`src/rtl/dm_pkg.sv`:
```
// Shared definitions for the data-memory access controller: default sizes,
// request opcodes, controller states and a small opcode-decode helper.
package dm_pkg;

    localparam int AW_DEF   = 8;
    localparam int DW_DEF   = 16;
    localparam int NREG_DEF = 8;

    typedef enum logic [2:0] {
        OP_NONE = 3'd0,
        OP_LW   = 3'd1,
        OP_SW   = 3'd2,
        OP_LM   = 3'd3,
        OP_SM   = 3'd4
    } op_e;

    typedef enum logic [1:0] {
        S_IDLE   = 2'd0,
        S_SINGLE = 2'd1,
        S_MULTI  = 2'd2,
        S_DONE   = 2'd3
    } state_e;

    // True for the four opcodes that start a memory operation; codes 5..7
    // behave like NONE and are never accepted.
    function automatic logic is_mem_op(input logic [2:0] op);
        return (op == OP_LW) || (op == OP_SW) || (op == OP_LM) || (op == OP_SM);
    endfunction

endpackage

```
`src/rtl/mask_pri_enc.sv`:
```
// Lowest-set-bit priority encoder for the LM/SM register mask. Returns the
// index of the lowest set bit and flags an all-zero mask.
module mask_pri_enc #(
    parameter  int NREG = 8,
    localparam int RW   = $clog2(NREG)
) (
    input  logic [NREG-1:0] mask,
    output logic [RW-1:0]   idx,
    output logic            none
);

    // Scan from the top down so the lowest set bit wins.
    always_comb begin
        idx = '0;
        for (int j = NREG - 1; j >= 0; j--) begin
            if (mask[j]) begin
                idx = RW'(j);
            end
        end
    end

    assign none = ~|mask;

endmodule

```
`src/rtl/dm_access_ctrl.sv`:
```
// MEM-stage data-memory initiator. Sequences LW/SW as a single access and
// LM/SM as one access per selected register, then signals completion for
// one cycle in DONE. The pipeline is stalled (busy) whenever not IDLE.
module dm_access_ctrl
    import dm_pkg::*;
#(
    parameter  int AW   = AW_DEF,
    parameter  int DW   = DW_DEF,
    parameter  int NREG = NREG_DEF,
    localparam int RW   = $clog2(NREG)
) (
    input  logic            clk,
    input  logic            rst_n,
    input  logic            req_valid,
    output logic            req_ready,
    input  logic [2:0]      req_op,
    input  logic [AW-1:0]   req_addr,
    input  logic [DW-1:0]   req_wdata,
    input  logic [NREG-1:0] req_mask,
    output logic            busy,
    output logic [AW-1:0]   dm_addr,
    output logic            dm_read,
    output logic            dm_write,
    output logic [DW-1:0]   dm_wdata,
    input  logic [DW-1:0]   dm_rdata,
    output logic [RW-1:0]   rf_raddr,
    input  logic [DW-1:0]   rf_rdata,
    output logic            rf_we,
    output logic [RW-1:0]   rf_waddr,
    output logic [DW-1:0]   rf_wdata,
    output logic            ld_valid,
    output logic [DW-1:0]   ld_data,
    output logic            op_done
);

    state_e          state_reg, state_next;
    op_e             op_reg;
    logic [AW-1:0]   addr_reg;
    logic [DW-1:0]   wdata_reg;
    logic [NREG-1:0] mask_reg;
    logic [NREG-1:0] mask_next;
    logic [AW-1:0]   k_reg;
    logic [DW-1:0]   ld_data_reg;

    logic [RW-1:0]   cur_idx;
    logic            mask_none;
    logic            accept;

    mask_pri_enc #(.NREG(NREG)) u_pri_enc (
        .mask (mask_reg),
        .idx  (cur_idx),
        .none (mask_none)
    );

    assign accept  = (state_reg == S_IDLE) && req_valid && is_mem_op(req_op);
    assign ld_data = ld_data_reg;

    // Remaining mask after retiring the register serviced this cycle.
    always_comb begin
        mask_next          = mask_reg;
        mask_next[cur_idx] = 1'b0;
    end

    // Next-state logic and all strobes; everything idles at zero by default.
    always_comb begin
        state_next = state_reg;
        req_ready  = 1'b0;
        busy       = 1'b1;
        dm_addr    = '0;
        dm_read    = 1'b0;
        dm_write   = 1'b0;
        dm_wdata   = '0;
        rf_raddr   = '0;
        rf_we      = 1'b0;
        rf_waddr   = '0;
        rf_wdata   = '0;
        ld_valid   = 1'b0;
        op_done    = 1'b0;
        case (state_reg)
            S_IDLE: begin
                req_ready = 1'b1;
                busy      = 1'b0;
                if (accept) begin
                    if (req_op == OP_LW || req_op == OP_SW) begin
                        state_next = S_SINGLE;
                    end else if (req_mask == '0) begin
                        state_next = S_DONE;
                    end else begin
                        state_next = S_MULTI;
                    end
                end
            end
            S_SINGLE: begin
                dm_addr = addr_reg;
                if (op_reg == OP_LW) begin
                    dm_read = 1'b1;
                end else begin
                    dm_write = 1'b1;
                    dm_wdata = wdata_reg;
                end
                state_next = S_DONE;
            end
            S_MULTI: begin
                if (mask_none) begin
                    state_next = S_DONE;
                end else begin
                    dm_addr = addr_reg + k_reg;
                    if (op_reg == OP_LM) begin
                        dm_read  = 1'b1;
                        rf_we    = 1'b1;
                        rf_waddr = cur_idx;
                        rf_wdata = dm_rdata;
                    end else begin
                        rf_raddr = cur_idx;
                        dm_write = 1'b1;
                        dm_wdata = rf_rdata;
                    end
                    if (mask_next == '0) begin
                        state_next = S_DONE;
                    end
                end
            end
            S_DONE: begin
                op_done    = 1'b1;
                ld_valid   = (op_reg == OP_LW);
                state_next = S_IDLE;
            end
            default: state_next = S_IDLE;
        endcase
    end

    // State, request latch, multi-access progress and the LW result register.
    always_ff @(posedge clk or negedge rst_n) begin
        if (!rst_n) begin
            state_reg   <= S_IDLE;
            op_reg      <= OP_NONE;
            addr_reg    <= '0;
            wdata_reg   <= '0;
            mask_reg    <= '0;
            k_reg       <= '0;
            ld_data_reg <= '0;
        end else begin
            state_reg <= state_next;
            if (accept) begin
                op_reg    <= op_e'(req_op);
                addr_reg  <= req_addr;
                wdata_reg <= req_wdata;
                mask_reg  <= req_mask;
                k_reg     <= '0;
            end
            if (state_reg == S_MULTI && !mask_none) begin
                mask_reg <= mask_next;
                k_reg    <= k_reg + 1'b1;
            end
            if (state_reg == S_SINGLE && op_reg == OP_LW) begin
                ld_data_reg <= dm_rdata;
            end
        end
    end

endmodule

```
`config.mk`:
```
export PLATFORM = sky130hd
export DESIGN_NAME = dm_access_ctrl
export DESIGN_NICKNAME = d
export VERILOG_FILES = /design/src/rtl/dm_pkg.sv /design/src/rtl/mask_pri_enc.sv /design/src/rtl/dm_access_ctrl.sv
export SDC_FILE = /design/constraint.sdc
export NUM_CORES = 1
export LEC_CHECK = 0
export ABC_AREA = 1
export CAP_MARGIN = 30
export CORE_ASPECT_RATIO = 2
export CORE_UTILIZATION = 42
export CTS_BUF_LIST = sky130_fd_sc_hd__clkbuf_4 sky130_fd_sc_hd__clkbuf_8
export DETAILED_ROUTE_END_ITERATION = 16
export GPL_ROUTABILITY_DRIVEN = 1
export PLACE_DENSITY_LB_ADDON = 0.25
export SLEW_MARGIN = 20
export SYNTH_ARGS = -nofsm -noshare
export SYNTH_HDL_FRONTEND = slang
export SYNTH_HIERARCHICAL = 1
export SYNTH_SLANG_ARGS = --single-unit
```
`constraint.sdc`:
```
create_clock -name clk -period 1.9 [get_ports clk]
set_input_delay 0.38 -clock clk [delete_from_list [all_inputs] [get_ports clk]]
set_output_delay 0.38 -clock clk [all_outputs]
set_load 0.05 [all_outputs]
```
; ---- Word-level counts from Yosys, hierarchy flattened
; Cells that the tools add are included.
[word_totals]
out_inout_bits = 69
inputBits = 70
register_bits = 61
elab_cells = 86
[classes]
magnitude_cmp = 2
add_sub_neg = 2
bitwise = 2
eq_ne = 11
n_mux = 48
n_reduce_logical = 14
[op_table]
columns = operator, count
row1 = $mux W16, 6
row2 = $mux W3, 14
row3 = $mux W8, 5
row4 = $pmux W16 S2, 1
row5 = $logic_not A8 Y1, 2
row6 = $pmux W8 S2, 1
row7 = $mux W1, 13
row8 = $eq A3 B2 Y1 const B, 3
row9 = $add A8 B1 Y8 const B, 1
row10 = $add A8 B8 Y8, 1
row11 = $and A8 B8 Y8, 1
row12 = $mux W2, 4
row13 = $not A8 Y8, 1
row14 = $pmux W2 S4, 1
row15 = $reduce_or A8 Y1, 1
row16 = $eq A3 B1 Y1 const B, 2
row17 = $logic_and A1 B1 Y1, 5
row18 = $eq A2 B2 Y1 const B, 2
row19 = $lt A3 B4 Y1 const B, 1
row20 = $pmux W1 S2, 2
row21 = $demux W1 S3, 1
row22 = $eq A3 B3 Y1 const B, 1
row23 = $ge A3 B1 Y1 const B, 1
row24 = $logic_or A1 B1 Y1, 3
row25 = 6 further kinds, 6

; ---- Longest topological paths before layout
[depth]
word_depth = 18
mapped_depth = 17
depth_no_buf = 17

; ---- Hierarchy
; Netlist, hierarchy kept.
[by_module_without_submodules]
columns = module, seq_area_each_um2, area_each_um2, cells_each, instances
row1 = dm_access_ctrl, 1526.5, 3657.3, 456, 1
row2 = mask_pri_enc, 0.0, 101.3, 21, 1

; ---- Least setup slack after synthesis
; Ideal clock, no wire load.
[synth_timing]
path_kind = register -> output
startpoint = register state_reg[0]
endpoint = output dm_read
arrival_time_ns = 2.738
stages_incl_launch_ff = 10
t_required_ns = 1.520
path_slack_ns = -1.218
path_buffers = 1
path_cell_list = dfrtp_1 -> inv_1 -> ha_1 -> inv_1 -> nor2_2 -> inv_2 -> nor2_1 -> inv_1 -> buf_2 -> a21oi_1
[synth_between]
elab_chain_cells = 2
word_cells_on_any_way = 3
cone_classes = eq/ne (2) / mux (1)
[synth_rtl]
columns = element, line_no
row1 = from (decl), dm_access_ctrl.sv:36  ; state_e state_reg, state_next;
row2 = from (signal assigned), dm_access_ctrl.sv:143  ; state_reg <= state_next;
row3 = $eq A2 B2 Y1 or $eq A2 B1 Y1 (tied branches), dm_access_ctrl.sv:79  ; case (state_reg)
row4 = $pmux W1 S2 (*), dm_access_ctrl.sv:79
row5 = to (decl), dm_access_ctrl.sv:22  ; output logic dm_read,
; Mark *: on every way between the ends. The rest lies on a longest branch, timed or not.

; ---- Worst setup path in the final report
[layout_timing]
startpoint = register mask_reg[1]
endpoint = output dm_wdata[6]
[layout_between]
elab_chain_cells = 3
[layout_rtl]
columns = element, line_no
row1 = from (decl), dm_access_ctrl.sv:40  ; logic [NREG-1:0] mask_reg;
row2 = from (signal assigned), dm_access_ctrl.sv:148  ; mask_reg <= req_mask;
row3 = from (signal assigned), dm_access_ctrl.sv:152  ; mask_reg <= mask_next;
row4 = $reduce_or A8 Y1, mask_pri_enc.sv:22  ; assign none = ~|mask;
row5 = $mux W16, dm_access_ctrl.sv:104  ; if (mask_none) begin
row6 = $pmux W16 S2, dm_access_ctrl.sv:79
row7 = to (decl), dm_access_ctrl.sv:24  ; output logic [DW-1:0] dm_wdata,
; Every way passes these cells.

==> impl_results.md <==
- Final period utilization: 1.42
- Cell Count, Final, Fillers Out: 800
- Ys async rst share: 1.00
- Syn_nets: 561
- Post-DP HPWL: 10.1 mm
- Via density: 6.29
- Top routing layer in use: met4
- WS Path Type: flip-flop to primary output
- Place WS: -0.200 ns
- Fin crit period: 2.70 ns
- Placer congestion estimate: 0.906
- HP Class: primary input to asynchronous set/reset pin
- Max-cap viol count: 0
- Worst path required time: 1.52 ns
- Pwr Density: 2080 nW/um^2
- Initial antenna violation count: 1
- Post-DRT Antenna Nets: 0
- P_leak: 0.00350 uW
- Nets: 779
- Final setup skew: 0.0114 ns
- Worst-case clock buffer depth: 2
- Slew Viols, Final: 0
- Synth area leader: dfrtp_1
- Worst-path maximum fanout: 5
- Clock-pin slew on the worst setup and hold paths: 0.07 ns
- I/O pin total: 139
- Yosys reg bits: 61
- CTS buffer count: 9
- Dominant synthesized flop cell: dfrtp_1
- Dpl cells: 762
- Final instance area: 7990 um^2
- Hold slack: 0.0324 ns
- Status: finished, violations left
- Post-Synthesis Cell Area: 3760 um^2
- Synth Warn #: 6
- Failing checks: setup timing
- Share of cells above drive strength 1: 0.490
- Worst-margin pin slew: 0.526 ns
- Drt drc: 0
- Final WS setup: -0.800 ns
- Fmax: 370 MHz
- Placed Area: 6790 um^2
- Average wire per standard cell: 25.4 um
- TritonCTS clock tree: built
- Layout area overhead: 113%
- Row cnt: 48
- H-tree depth: 3
- Die area: 9350 um^2
- 1st-pass router iterations: 6
- Worst setup SP type: flip-flop
- Final setup viols: 68
- DRT iter0 DRCs: 589
- Avg Cell Area, Syn: 7.88 um^2
- All-Layer GR Usage: 0.370
- Largest net degree at the start of global routing: 62
- Post-synth cell types: 29
- Fillers: 290
- Clock Sinks: 61
- Slew HR: 0.649
- Most frequent cells after synthesis: nand2_1 (100), nand3_1 (66), dfrtp_1 (61), inv_1 (50), nor2_1 (44)
- Root Buffer: clkbuf_8
- Register area share after synthesis: 0.406
- Yosys top cell area share: 0.406
- Crit path DAT: 2.32 ns
- WL final: 20.3 mm
- Mapped Cells: 477
- Crit. End Element: primary output
- Gr ovfl total: 0
- Die height: 136 um
- Via count: 5029
- Ranking of synthesized cells by area: dfrtp_1 (41%), nand2_1 (10%), nand3_1 (8.8%), mux2_4 (7.6%), inv_1 (5.0%)
- I/O Buffers: 138
- First-pass GRT wire length: 25.1 mm
- Count leader, synth: nand2_1
- Met1 Wirelength: 6.21 mm
- Vias in the first global route: 5066
- Die W: 68.9 um
- Number of diodes: 0
- Core outline area: 8650 um^2
- Worst skew pair latency: 0.35 ns
- Endpoints failing hold: 0
- Met3 Wirelength: 1.83 mm
- Post-synth EDFFs: 0
- Worst ir drop on vdd: 1.63 mV
- RSZ-0062 raised after global routing: true
- WL met2: 10.5 mm
- Initial Util: 0.435
## cell families after synthesis
kind of cell	count (synthesis)	synth area share
mux	24	0.0909
fa+ha+maj	14	0.0486
xor+xnor	3	0.00899
flops	61	0.406
simple gates	223	0.257
buf+inv	77	0.0819
compound gates	75	0.107
## stage by stage
stage	util	setup TNS, ns	total power [uW]
global route	0.924	-52.31	17100
CTS	0.870	-21.99	14600
global placement	0.785	-3.89	11700
floorplan	-	-6.77	8020
detailed placement	0.785	-6.71	12000
finish	0.924	-38.83	16600
## area by class of cell
cell class / count / area, um^2 / share of cell area
clock inverters: 3 / 90.1 / 0.0113
multi-input cells: 339 / 3020 / 0.378
repair buffers: 228 / 2830 / 0.354
well taps: 100 / 125 / 0.0157
inverters: 56 / 223 / 0.0279
clock buffers: 13 / 173 / 0.0216
flip-flops and latches: 61 / 1530 / 0.191
## what timing repair did
item	in CTS	in global routing
hold endpoints to repair	0	0
gates resized for setup	75	97
setup endpoints to repair	59	77
cloned	3	1
buffers inserted	10	11
hold buffers	0	0
pin swaps	8	27
## per-layer routing
| layer | vias to the layer above | track usage |
|---|---|---|
| met2 | 478 | 0.667 |
| met4 | 0 | 0.243 |
| li1 | 2001 | - |
| met1 | 2367 | 0.352 |
| met3 | 183 | 0.0800 |
| met5 | - | 0 |
## cell usage in the layout, fill, tap and decap left out, drive strengths merged
master,n
nor3,2
nor2,48
o22ai,1
nand3b,2
nor4,1
dfrtp,61
o21ai,27
clkbuf,14
ha,13
mux2,24
xor2,3
o31ai,1
nand3,66
fa,1
clkdlybuf4s50,68
a21oi,37
o211ai,8
a31oi,1
nand4,2
inv,54
clkinv,2
or2,1
bufinv,3
nand2,101
dlygate4sd2,7
buf,143
dlymetal6s2s,9
## critical path, stage by stage, from the launching register on
cell and delay (ns):
dfrtp_1 0.41, inv_2 0.07, nand4_1 0.30, nor4_4 0.37, nor2_4 0.12, buf_4 0.17, clkbuf_16 0.16, nand3_2 0.12
a21oi_4 0.08, buf_12 0.15
## where the power goes
part	internal, uW	leakage, uW	switching (uW)
combinational	5320	0.00262	7230
clock	995	0.000133	563
sequential	1920	0.000744	589
total	8230	0.00350	8380
## final timing paths
| path | from | to | slack, ns | cells past startpoint |
|---|---|---|---|---|
| max | mask_reg[1] | dm_wdata[6] | -0.80 | 9 |
| min | rst_n | ld_data[5] | 0.03 | 2 |
| max reg2reg | mask_reg[6] | state_reg[1] | -0.44 | 18 |
| min reg2reg | ld_data[4] | ld_data[4] | 0.49 | 2 |
| max in group asynchronous | rst_n | mask_reg[4] | 1.54 | 2 |
| min in group clk | ld_data[4] | ld_data[4] | 0.49 | 2 |
(Power assumes the default switching activity.)
==> patch: new RTL, same settings <==
`DW_DEF`: 16 -> 12.
--- a/src/rtl/dm_pkg.sv
+++ b/src/rtl/dm_pkg.sv
@@ -4,5 +4,5 @@
 
     localparam int AW_DEF   = 8;
-    localparam int DW_DEF   = 16;
+    localparam int DW_DEF   = 12;
     localparam int NREG_DEF = 8;
 
Interface: changed (6 resized); port bits go from 139 to 115. The function was not compared with the original's and may differ.
==> patch against the unedited design <==
The run still ends with setup timing left; first-iteration DRC count down 66%; via count down 17%; core utilization down 3.2 points; non-clock buffer count down 21; design area down 15%; sequential power down 14%; worst setup slack better by 0.22 ns; synthesized cell count down 9.9%; sequential cell count down 8; area after synthesis down 13%; wire length down 24%; power down 18%; sequential share of layout area up 0.45 points; critical path type unchanged.
==> patch: results (changes against the unedited design) <==
P_seq=2160 uW (-14%); first-pass GRT wire length=18.3 mm (-27%); Synth area leaders=dfrtp_1, nand2_1, nand3_1, mux2_1, inv_1; CP max stage delay=0.46 ns (+0.05 ns); post-route setup slack=-0.578 ns (+0.222 ns); total track usage=29.4% (-7.6 points); routed length on met2=8.69 mm (-17%); Worst-Skew Late Latency=0.32 ns (-0.03 ns); crit path DAT=2.10 ns (-0.22 ns); GR met1 Demand/Resource=27.2% (-8.0 points); metal3 WL=803 um (-56%); RePlAce Congestion=0.900 (-0.72%); largest net degree at the start of global routing=26 (-58%); clock-pin slew on the worst setup and hold paths=0.11 ns (+0.04 ns); worst-path maximum fanout=4 (-1); Initial DRT Pass Iterations=5 (-1); syn_nets=502 (-11%); CTS Buf Count=5 (-4); vias in the first global route=4062 (-20%); DP HPWL=8.15 mm (-19%); static leakage=0.00293 uW (-16%); # resized after CTS=58 (-23%); Hold Buf Count CTS=1 (+1); M1 WL=5.03 mm (-19%); outcome=complete, but fails checks; I/O Buffers=114 (-17%); initial DRC count=198 (-66%); met2 Usage GRT=58.6% (-8.1 points); Post-Synthesis Cells=430 (-9.9%); routed via count=4156 (-17%); Nets=699 (-10%); logic gate share of total power=77.9% (+2.4 points); Final setup viols=50 (-26%); skew final=0.00961 ns (-0.00174 ns); failing checks=setup timing
==> patch: cell type report <==
cell class                      count  area, sq um
Fill cell                         316          820
Inverter                           50          195
Timing Repair Buffer              207         2470
Clock inverter                      2         37.5
Clock buffer                        6         82.6
Sequential cell                    53         1330
Multi-Input combinational cell    310         2550
Tap cell                           94          118
==> patch: cell families (layout without fill, tap and decap cells) <==
group	after synthesis	in the layout	share of synthesized area, %
and+or+nand+nor	207	207	27.2
xor gates and xnor gates	3	3	0.801
AOI/OAI and AO/OA	66	66	10.9
adders and majority gates	14	14	5.57
muxes	20	20	6.87
buffers and inverters	67	265	8.24
DFF	53	53	40.4
==> patch: path summary, 6_finish.rpt <==
path                       cells past startpoint            to  slack, ns
setup / recovery                               9    dm_addr[7]      -0.58
hold / removal                                 2   mask_reg[2]       0.50
setup reg to reg                              19  state_reg[1]      -0.34
hold reg to reg                                1  wdata_reg[6]       0.51
max in group asynchronous                      3      k_reg[5]       0.84
min in group clk                               1  wdata_reg[6]       0.51
